==> src/rtl/mac_pkg.sv <==
// Shared types and arithmetic helpers for the MAC tile engine.
// Widths are handled at a fixed maximum so one helper serves every accumulator width.
package mac_pkg;

  localparam int MAX_W = 64;

  typedef enum logic [1:0] {
    ST_IDLE  = 2'd0,
    ST_ACC   = 2'd1,
    ST_CLOSE = 2'd2
  } tile_state_e;

  function automatic logic [MAX_W-1:0] ACC_MAX(input int acc_w);
    return (MAX_W'(1) << (acc_w - 1)) - MAX_W'(1);
  endfunction

  function automatic logic [MAX_W-1:0] ACC_MIN(input int acc_w);
    return ~ACC_MAX(acc_w);
  endfunction

  // acc and prod arrive sign-extended to MAX_W; the caller keeps the low acc_w bits.
  function automatic logic [MAX_W:0] sat_add(input logic [MAX_W-1:0] acc,
                                             input logic [MAX_W-1:0] prod,
                                             input int               acc_w,
                                             input logic             saturate);
    logic [MAX_W:0] full;
    logic [MAX_W:0] top_bit;
    logic           ovf;
    logic           neg;
    full    = {acc[MAX_W-1], acc} + {prod[MAX_W-1], prod};
    top_bit = (MAX_W+1)'(1) << acc_w;
    ovf     = |((full ^ (full << 1)) & top_bit);
    neg     = |(full & top_bit);
    if (ovf && saturate) begin
      return {1'b1, (neg ? ACC_MIN(acc_w) : ACC_MAX(acc_w))};
    end
    return {ovf, full[MAX_W-1:0]};
  endfunction

endpackage

==> src/rtl/mac_lane.sv <==
// One MAC lane: stage-1 product register, stage-2 accumulator and sticky overflow.
// All sequencing strobes come from the tile controller.
module mac_lane
  import mac_pkg::*;
#(
  parameter int IN_W     = 8,
  parameter int ACC_W    = 32,
  parameter int SATURATE = 1
) (
  input  logic                    clk,
  input  logic                    rst,
  input  logic                    load_i,
  input  logic                    adv_i,
  input  logic                    close_i,
  input  logic                    clear_i,
  input  logic signed [IN_W-1:0]  row_i,
  input  logic signed [IN_W-1:0]  col_i,
  output logic signed [ACC_W-1:0] sum_o,
  output logic                    ovf_o
);

  logic signed [2*IN_W-1:0] prod_p1_q;
  logic signed [ACC_W-1:0]  acc_q;
  logic signed [ACC_W-1:0]  acc_d;
  logic                     ovf_q;
  logic                     ovf_d;
  logic [MAX_W:0]           add_r;

  // ---- stage 1: multiply ----
  always_ff @(posedge clk or posedge rst) begin
    if (rst) begin
      prod_p1_q <= '0;
    end else if (load_i) begin
      prod_p1_q <= row_i * col_i;
    end
  end

  // ---- stage 2: accumulate ----
  assign add_r = sat_add(MAX_W'(acc_q), MAX_W'(prod_p1_q), ACC_W, (SATURATE != 0));
  assign sum_o = add_r[ACC_W-1:0];
  assign ovf_o = ovf_q | add_r[MAX_W];

  generate
    if (ACC_W < MAX_W) begin : g_hi
      logic unused_hi;
      assign unused_hi = ^add_r[MAX_W-1:ACC_W];
    end
  endgenerate

  always_comb begin
    acc_d = acc_q;
    ovf_d = ovf_q;
    if (clear_i || close_i) begin
      acc_d = '0;
      ovf_d = 1'b0;
    end else if (adv_i) begin
      acc_d = sum_o;
      ovf_d = ovf_o;
    end
  end

  always_ff @(posedge clk or posedge rst) begin
    if (rst) begin
      acc_q <= '0;
      ovf_q <= 1'b0;
    end else begin
      acc_q <= acc_d;
      ovf_q <= ovf_d;
    end
  end

endmodule

==> src/rtl/mac_vec_tile.sv <==
// Multi-lane pipelined signed MAC tile: lanes, tile-tracking FSM and result handshake.
// A closing tile hands its sums to the result register and the lanes restart without a bubble.
module mac_vec_tile
  import mac_pkg::*;
#(
  parameter int LANES    = 4,
  parameter int IN_W     = 8,
  parameter int ACC_W    = 32,
  parameter int SATURATE = 1
) (
  input  logic                   clk,
  input  logic                   rst,
  input  logic                   clear,
  input  logic                   en,
  input  logic                   last,
  input  logic [LANES*IN_W-1:0]  row_input,
  input  logic [LANES*IN_W-1:0]  col_input,
  output logic                   in_ready,
  output logic                   out_valid,
  input  logic                   out_ready,
  output logic [LANES*ACC_W-1:0] result,
  output logic [LANES-1:0]       overflow
);

  logic                   vld_p1_q, vld_p1_d;
  logic                   last_p1_q, last_p1_d;
  logic                   out_valid_q, out_valid_d;
  logic [LANES*ACC_W-1:0] result_q;
  logic [LANES-1:0]       overflow_q;
  tile_state_e            state_q, state_d;

  logic                   stall;
  logic                   accept;
  logic                   consume;
  logic                   close;
  logic [LANES*ACC_W-1:0] lane_sum;
  logic [LANES-1:0]       lane_ovf;

  // A closing last can only leave stage 1 when the result slot is free or draining.
  always_comb begin
    stall    = vld_p1_q & last_p1_q & out_valid_q & ~out_ready;
    in_ready = ~stall;
    accept   = en & in_ready & ~clear;
    consume  = vld_p1_q & ~stall & ~clear;
    close    = consume & last_p1_q;
  end

  genvar gi;
  generate
    for (gi = 0; gi < LANES; gi++) begin : g_lane
      mac_lane #(
        .IN_W     (IN_W),
        .ACC_W    (ACC_W),
        .SATURATE (SATURATE)
      ) u_lane (
        .clk     (clk),
        .rst     (rst),
        .load_i  (accept),
        .adv_i   (consume),
        .close_i (close),
        .clear_i (clear),
        .row_i   (row_input[gi*IN_W +: IN_W]),
        .col_i   (col_input[gi*IN_W +: IN_W]),
        .sum_o   (lane_sum[gi*ACC_W +: ACC_W]),
        .ovf_o   (lane_ovf[gi])
      );
    end
  endgenerate

  // ---- stage 1 control ----
  always_comb begin
    vld_p1_d  = accept;
    last_p1_d = accept & last;
    if (clear) begin
      vld_p1_d  = 1'b0;
      last_p1_d = 1'b0;
    end else if (stall) begin
      vld_p1_d  = vld_p1_q;
      last_p1_d = last_p1_q;
    end
  end

  always_comb begin
    out_valid_d = out_valid_q;
    if (close) begin
      out_valid_d = 1'b1;
    end else if (out_valid_q && out_ready) begin
      out_valid_d = 1'b0;
    end
  end

  always_comb begin
    state_d = state_q;
    if (clear) begin
      state_d = ST_IDLE;
    end else begin
      case (state_q)
        ST_IDLE: begin
          if (accept) state_d = last ? ST_CLOSE : ST_ACC;
        end
        ST_ACC: begin
          if (accept && last) state_d = ST_CLOSE;
        end
        ST_CLOSE: begin
          if (close) begin
            if (accept) state_d = last ? ST_CLOSE : ST_ACC;
            else        state_d = ST_IDLE;
          end
        end
        default: state_d = ST_IDLE;
      endcase
    end
  end

  always_ff @(posedge clk or posedge rst) begin
    if (rst) begin
      vld_p1_q    <= 1'b0;
      last_p1_q   <= 1'b0;
      out_valid_q <= 1'b0;
      state_q     <= ST_IDLE;
    end else begin
      vld_p1_q    <= vld_p1_d;
      last_p1_q   <= last_p1_d;
      out_valid_q <= out_valid_d;
      state_q     <= state_d;
    end
  end

  // ---- stage 2: result register ----
  always_ff @(posedge clk or posedge rst) begin
    if (rst) begin
      result_q   <= '0;
      overflow_q <= '0;
    end else if (close) begin
      result_q   <= lane_sum;
      overflow_q <= lane_ovf;
    end
  end

  assign out_valid = out_valid_q;
  assign result    = result_q;
  assign overflow  = overflow_q;

endmodule
==> config.mk <==
export PLATFORM = sky130hd
export DESIGN_NAME = mac_vec_tile
export DESIGN_NICKNAME = d
export VERILOG_FILES = /design/src/rtl/mac_pkg.sv /design/src/rtl/mac_lane.sv /design/src/rtl/mac_vec_tile.sv
export SDC_FILE = /design/constraint.sdc
export NUM_CORES = 2
export LEC_CHECK = 0
export ABC_AREA = 1
export BUFFER_PORTS_ARGS = -buffer_cell sky130_fd_sc_hd__buf_2
export CAP_MARGIN = 25
export CORE_AREA = 2 2 249 251
export CTS_BUF_LIST = sky130_fd_sc_hd__clkbuf_4
export DETAILED_ROUTE_END_ITERATION = 8
export DIE_AREA = 0 0 251 253
export GPL_TIMING_DRIVEN = 0
export PLACE_DENSITY = 0.85
export REMOVE_ABC_BUFFERS = 1
export SLEW_MARGIN = 20
export SYNTH_ARGS = -nofsm -noshare
export SYNTH_HDL_FRONTEND = slang
export SYNTH_SLANG_ARGS = --single-unit
==> constraint.sdc <==
create_clock -name clk -period 13.6 [get_ports clk]
set_clock_uncertainty 0.2 [all_clocks]
set_input_delay 0.68 -clock clk [delete_from_list [all_inputs] [get_ports clk]]
set_output_delay 0.68 -clock clk [all_outputs]
set_load 0.005 [all_outputs]
==> Yosys cells after proc, flatten, opt, wreduce, memory -nomap -nowiden <==
Cells that the tools add are included.
{ "totals": {"reg_bits": 331, "out_inout_bits": 134} }
{ "op_classes": {"add_sub_neg": 4, "multipliers": 4, "eq_ne": 1, "n_mux": 38, "bitwise": 20, "n_reduce_logical": 4} }
{ "ops": {"columns": ["cell", "count"], "rows": [
  ["2-to-1 mux 65 bit", 8],
  ["2-to-1 mux 32 bit", 8],
  ["2-to-1 mux 64 bit", 4],
  ["adder 32 x 16 -> 33 bit", 4],
  ["XOR 33 bit", 4],
  ["multiplier 8 x 8 -> 16 bit", 4],
  ["2-to-1 mux 1 bit", 18],
  ["AND 1 bit", 9],
  ["bitwise OR 1 bit", 4],
  ["nonzero test 2 bit", 2],
  ["NOT 1 bit", 3],
  ["inequality test 2 bit (second input constant)", 1],
  ["logical AND 1 bit", 1],
  ["logical OR 1 bit", 1]
]} }

==> Logic depth before layout (Yosys ltp) <==
{ "logic_depth": {"depth_word": 9, "mapped_depth": 22} }

==> Modules after synthesis <==
Synthesis repeated with hierarchy kept, for this count alone.
{ "unflattened": {"hier_cells": 5221, "area_unflattened_um2": 35472.8} }
{ "modules_own_cells": {"columns": ["mod", "instances", "cells_each", "area_per_inst_um2", "seq_area_each_um2"], "rows": [
  ["mac_lane (g_lane[0].u_lane)", 1, 1174, 7644.8, 1226.2],
  ["mac_lane (g_lane[3].u_lane)", 1, 1160, 7606.0, 1226.2],
  ["mac_lane (g_lane[2].u_lane)", 1, 1159, 7604.8, 1226.2],
  ["mac_lane (g_lane[1].u_lane)", 1, 1148, 7505.9, 1226.2],
  ["mac_vec_tile", 1, 580, 5111.2, 3378.2]
]} }

==> Worst setup path before layout <==
Ideal clock, no wire load.
{ "synth_timing": {"path_type": "input -> register", "startpoint": "input port col_input[18]", "endpoint": "register g_lane[2].u_lane.prod_p1_q[15]", "setup_time_ps": 83, "arrival_ps": 4352, "slack_ps": 8965, "stages": 15, "path_buffers": 1, "path_cell_list": "clkbuf_1 -> nand2_1 -> fa_1 -> inv_1 -> fa_1 -> inv_1 -> fa_1 -> inv_1 -> fa_1 -> ha_1 -> a21o_1 -> a31oi_1 -> o211ai_1 -> xor2_1 -> o21ai_0"} }
{ "synth_between": {"elab_chain_cells": 1} }
{ "synth_lines": {"columns": ["item", "line", "source"], "rows": [
  ["from (decl)", "mac_vec_tile.sv:17", "input logic [LANES*IN_W-1:0] col_input,"],
  ["multiplier 8 x 8 -> 16 bit", "mac_lane.sv:34", "prod_p1_q <= row_i * col_i;"],
  ["to (signal assigned)", "mac_lane.sv:34", null],
  ["to (decl)", "mac_lane.sv:22", "logic signed [2*IN_W-1:0] prod_p1_q;"]
]} }
Every way passes these cells.
A chain may end at the register's enable or synchronous reset.

==> Worst setup path in the final report <==
{ "layout_timing": {"startpoint": "register g_lane[3].u_lane.prod_p1_q[15]", "endpoint": "register g_lane[3].u_lane.acc_q[26]"} }
{ "layout_between": {"elab_chain_cells": 6, "elab_cells_between_ends": 8} }
{ "layout_lines": {"columns": ["item", "line", "source"], "rows": [
  ["from (decl)", "mac_lane.sv:22", null],
  ["from (signal assigned)", "mac_lane.sv:34", null],
  ["adder 32 x 16 -> 33 bit (*)", "mac_pkg.sv:30", "full = {acc[MAX_W-1], acc} + {prod[MAX_W-1], prod};"],
  ["2-to-1 mux 64 bit / XOR 33 bit (equally long branches)", "mac_pkg.sv:35, mac_pkg.sv:32", null],
  ["2-to-1 mux 65 bit / 2-to-1 mux 1 bit (equally long branches)", "mac_pkg.sv:34", "if (ovf && saturate) begin"],
  ["2-to-1 mux 65 bit (*)", "mac_pkg.sv:37", "return {ovf, full[MAX_W-1:0]};"],
  ["2-to-1 mux 32 bit (*)", "mac_lane.sv:56", "end else if (adv_i) begin"],
  ["2-to-1 mux 32 bit (*)", "mac_lane.sv:53", "if (clear_i || close_i) begin"],
  ["to (signal assigned)", "mac_lane.sv:64", "acc_q <= '0;"],
  ["to (signal assigned)", "mac_lane.sv:67", "acc_q <= acc_d;"],
  ["to (decl)", "mac_lane.sv:23", "logic signed [ACC_W-1:0] acc_q;"]
]} }
Every way passes the cells marked *; elsewhere a longest branch is shown, timed or not. The select of a mux whose other input is x is not followed.

==> impl_results.md <==
- Outcome: finished clean
- Final setup vio count: 0
- Post-layout util: 60.1%
- Num CTS Buffers: 94
- Via count of the first global-routing pass: 30,400
- Die ar.: 63,500 µm²
- Worst-skew pair later-pin latency: 880 ps
- Setup bufs post-CTS: 0
- RSZ-0062 raised after global routing: no
- Die Height: 253 µm
- # port buffers: 203
- Worst vdd ir: 168 µV
- # rows: 91
- Max-cap check violation count: 0
- Largest net degree at the start of global routing: 106
- Fmax: 0.208 GHz
- Net switching power: 4.72 mW
- Slew @ Worst Pin: 955 ps
- Worst setup SP type: register
- Placement-stage cell area: 35,400 µm²
- Final Non-Filler Cells: 6,138
- H-Tree Depth: 3
- Dpl cells: 5,959
- 1st-iter DRT viols: 2,068
- Total gr overflow: 0
- First-pass DRT Iterations: 6
- Layout area overhead: 8.46%
- Setup ws final: 8800 ps
- Slew Viols, Final: 0
- Drt drc: 0
- Final antenna-violating net count: 0
- Antenna violations before repair: 18
- Mapped Area: 33,800 µm²
- Detailed Route WL: 85.5 mm
- Design Power: 8.69 mW
- CTS sink count: 331
- Global placement routability congestion: 0.964
- Min-Delay Path Class: in -> reg
- Relative max-transition margin: 36.3%
- Share of cells above drive strength 1: 9.35%
- Via count: 31,100
- Leak: 23.1 nW
- Crit path time final: 4800 ps
- Root buffer selected by CTS: clkbuf_4
- Hold path cells: 6
- Starting density of the core: 55.4%
- CTS tree: yes
- Sequential cell area: 8280 µm²
- Vias per cell: 5.07
- Crit end category: register
- Total negative slack: 0 ps
- Nets@finish: 5,823
- Final non-filler cell area: 36,700 µm²
- Top_reg_cell synth: dfrtp_1
- Commonest non-fill, non-tap cell in the layout: nand2_1
- Reg power frac: 19.5%
- Worst Path Required: 14,140 ps
- Avg WL per Cell: 13.9 µm
- Clock share of power: 11.1%
- Core area: 61,000 µm²
- Pint: 3.97 mW
- Final worst-path cycle share: 35.3%
- Register area share after synthesis: 24.5%
- Asr flop ratio synth: 100%
- Pre-CTS setup slack: 8640 ps
- First-pass GRT wire length: 143 mm
- Synth warn: 0
- Hpwl dp: 65.8 mm
- Max clock buf depth: 3
- Die W: 251 µm
- Reg clk slew, reported paths: 80 ps
- Most frequent cells in the layout: nand2_1 (2,153), inv_1 (991), dfrtp_1 (331), ha_1 (252), nand3_1 (232)
- Number of cells on the worst reg-to-reg path: 16
- Flops & latches, synth: 331
- Net Sw Frac: 54.4%
- Power Density: 237 nW/µm²
- Max FO, Critical Path: 23
- Critical path class: reg -> reg
- Worst EP arrival: 5350 ps
- Synth Area per Inst: 6.62 µm²
- Hold Violations, Final: 0
- Yosys cell types: 37
- # fillers: 5,685
- Multi-input logic area: 21,100 µm²
- Gate Count Post-Synth: 5,110
- GRT Overall Usage: 27.3%
- WHS: 183 ps
- EDFF count, synth: 0
- Comb pwr share: 69.5%
- I/O pin cnt: 204
worst paths after layout:
check / start / slack [ps] / endpoint
setup reg to reg: g_lane[3].u_lane.prod_p1_q[15] / 8800 / g_lane[3].u_lane.acc_q[26]
hold reg to reg: result[68] / 270 / result[68]
setup / recovery: g_lane[3].u_lane.prod_p1_q[15] / 8800 / g_lane[3].u_lane.acc_q[26]
hold / removal: row_input[8] / 180 / g_lane[1].u_lane.prod_p1_q[1]
max in group asynchronous: rst / 11580 / result[125]
min in group asynchronous: rst / 200 / result[34]
layout make-up:
class                           count  area share (%)
Clock buffer                      125            2.56
Clock inverter                     33           0.716
Antenna cell                        9          0.0614
Sequential cell                   331            22.6
Tap cell                          790            2.69
Multi-Input combinational cell   3625            57.4
Timing Repair Buffer              223            3.68
Inverter                         1002            10.3
Yosys cell counts (6+ instances only):
cell type / number / area share (%)
and2_1: 9 / 0.17
nand3_1: 233 / 3.4
dfrtp_1: 331 / 24
nand2_2: 84 / 1.6
a21oi_1: 147 / 2.2
nor3_1: 24 / 0.36
a21o_1: 11 / 0.24
xor2_1: 32 / 0.83
buf_4: 15 / 0.33
inv_1: 993 / 11
fa_1: 224 / 13
buf_6: 8 / 0.27
nand4_1: 21 / 0.39
o21ai_0: 106 / 1.6
clkbuf_1: 106 / 1.2
or2_2: 38 / 0.70
ha_1: 252 / 9.3
nand2_1: 2153 / 24
buf_2: 16 / 0.24
o21bai_1: 14 / 0.31
nor2_1: 210 / 2.3
nand3_2: 6 / 0.18
inv_2: 8 / 0.089
nand3b_1: 19 / 0.42
xnor2_1: 23 / 0.60
power groups by stage:
stage          sequential (mW)  combinational [mW]  clock (mW)
4_1_cts                   1.69                6.02       0.994
6_report                  1.69                6.04       0.964
2_1_floorplan             1.63                4.38           0
5_1_grt                   1.73                6.86        1.05
3_3_place_gp              1.69                5.83           0
3_5_place_dp              1.69                5.98           0
worst max-delay path, cell delays in order, from the launching register on:
cell and delay [ps]:
dfrtp_1 890, ha_1 460, a21oi_1 220, inv_1 70
nor2_1 160, nand2_1 70, a21oi_1 240, nand2_1 140
nand2_1 90, nand3_1 120, xor2_1 170, ha_1 500
inv_1 790, nand3_1 280, nand2_1 160, nand2_1 80
nand2_1 70
flip-flops by register name (all words and copies together) (netlist names):
signal	flops
g_lane.u_lane.ovf_q	4
result	128
g_lane.u_lane.acc_q	128
vld_p1_q	1
g_lane.u_lane.prod_p1_q	64
last_p1_q	1
overflow	4
out_valid	1
metal layers:
metal	global-route usage, %	wire length, µm
met5	0	126
met4	10.7	2680
met2	46.0	40000
met3	5.19	5370
met1	34.8	37300
cells by family after synthesis:
group	count (synthesis)	synth area share (%)
xor gates and xnor gates	55	1.42
buffers and inverters	1154	13.3
adders and majority gates	476	22.6
AOI/OAI and AO/OA	288	4.50
and+or+nand+nor	2806	33.7
DFF	331	24.5
repair_timing:
| item | CTS | global route |
|---|---|---|
| gates resized for setup | 0 | 0 |
| hold buffers | 12 | 0 |
| endpoints found under the hold margin | 80 | 0 |
(Power assumes the default switching activity.)
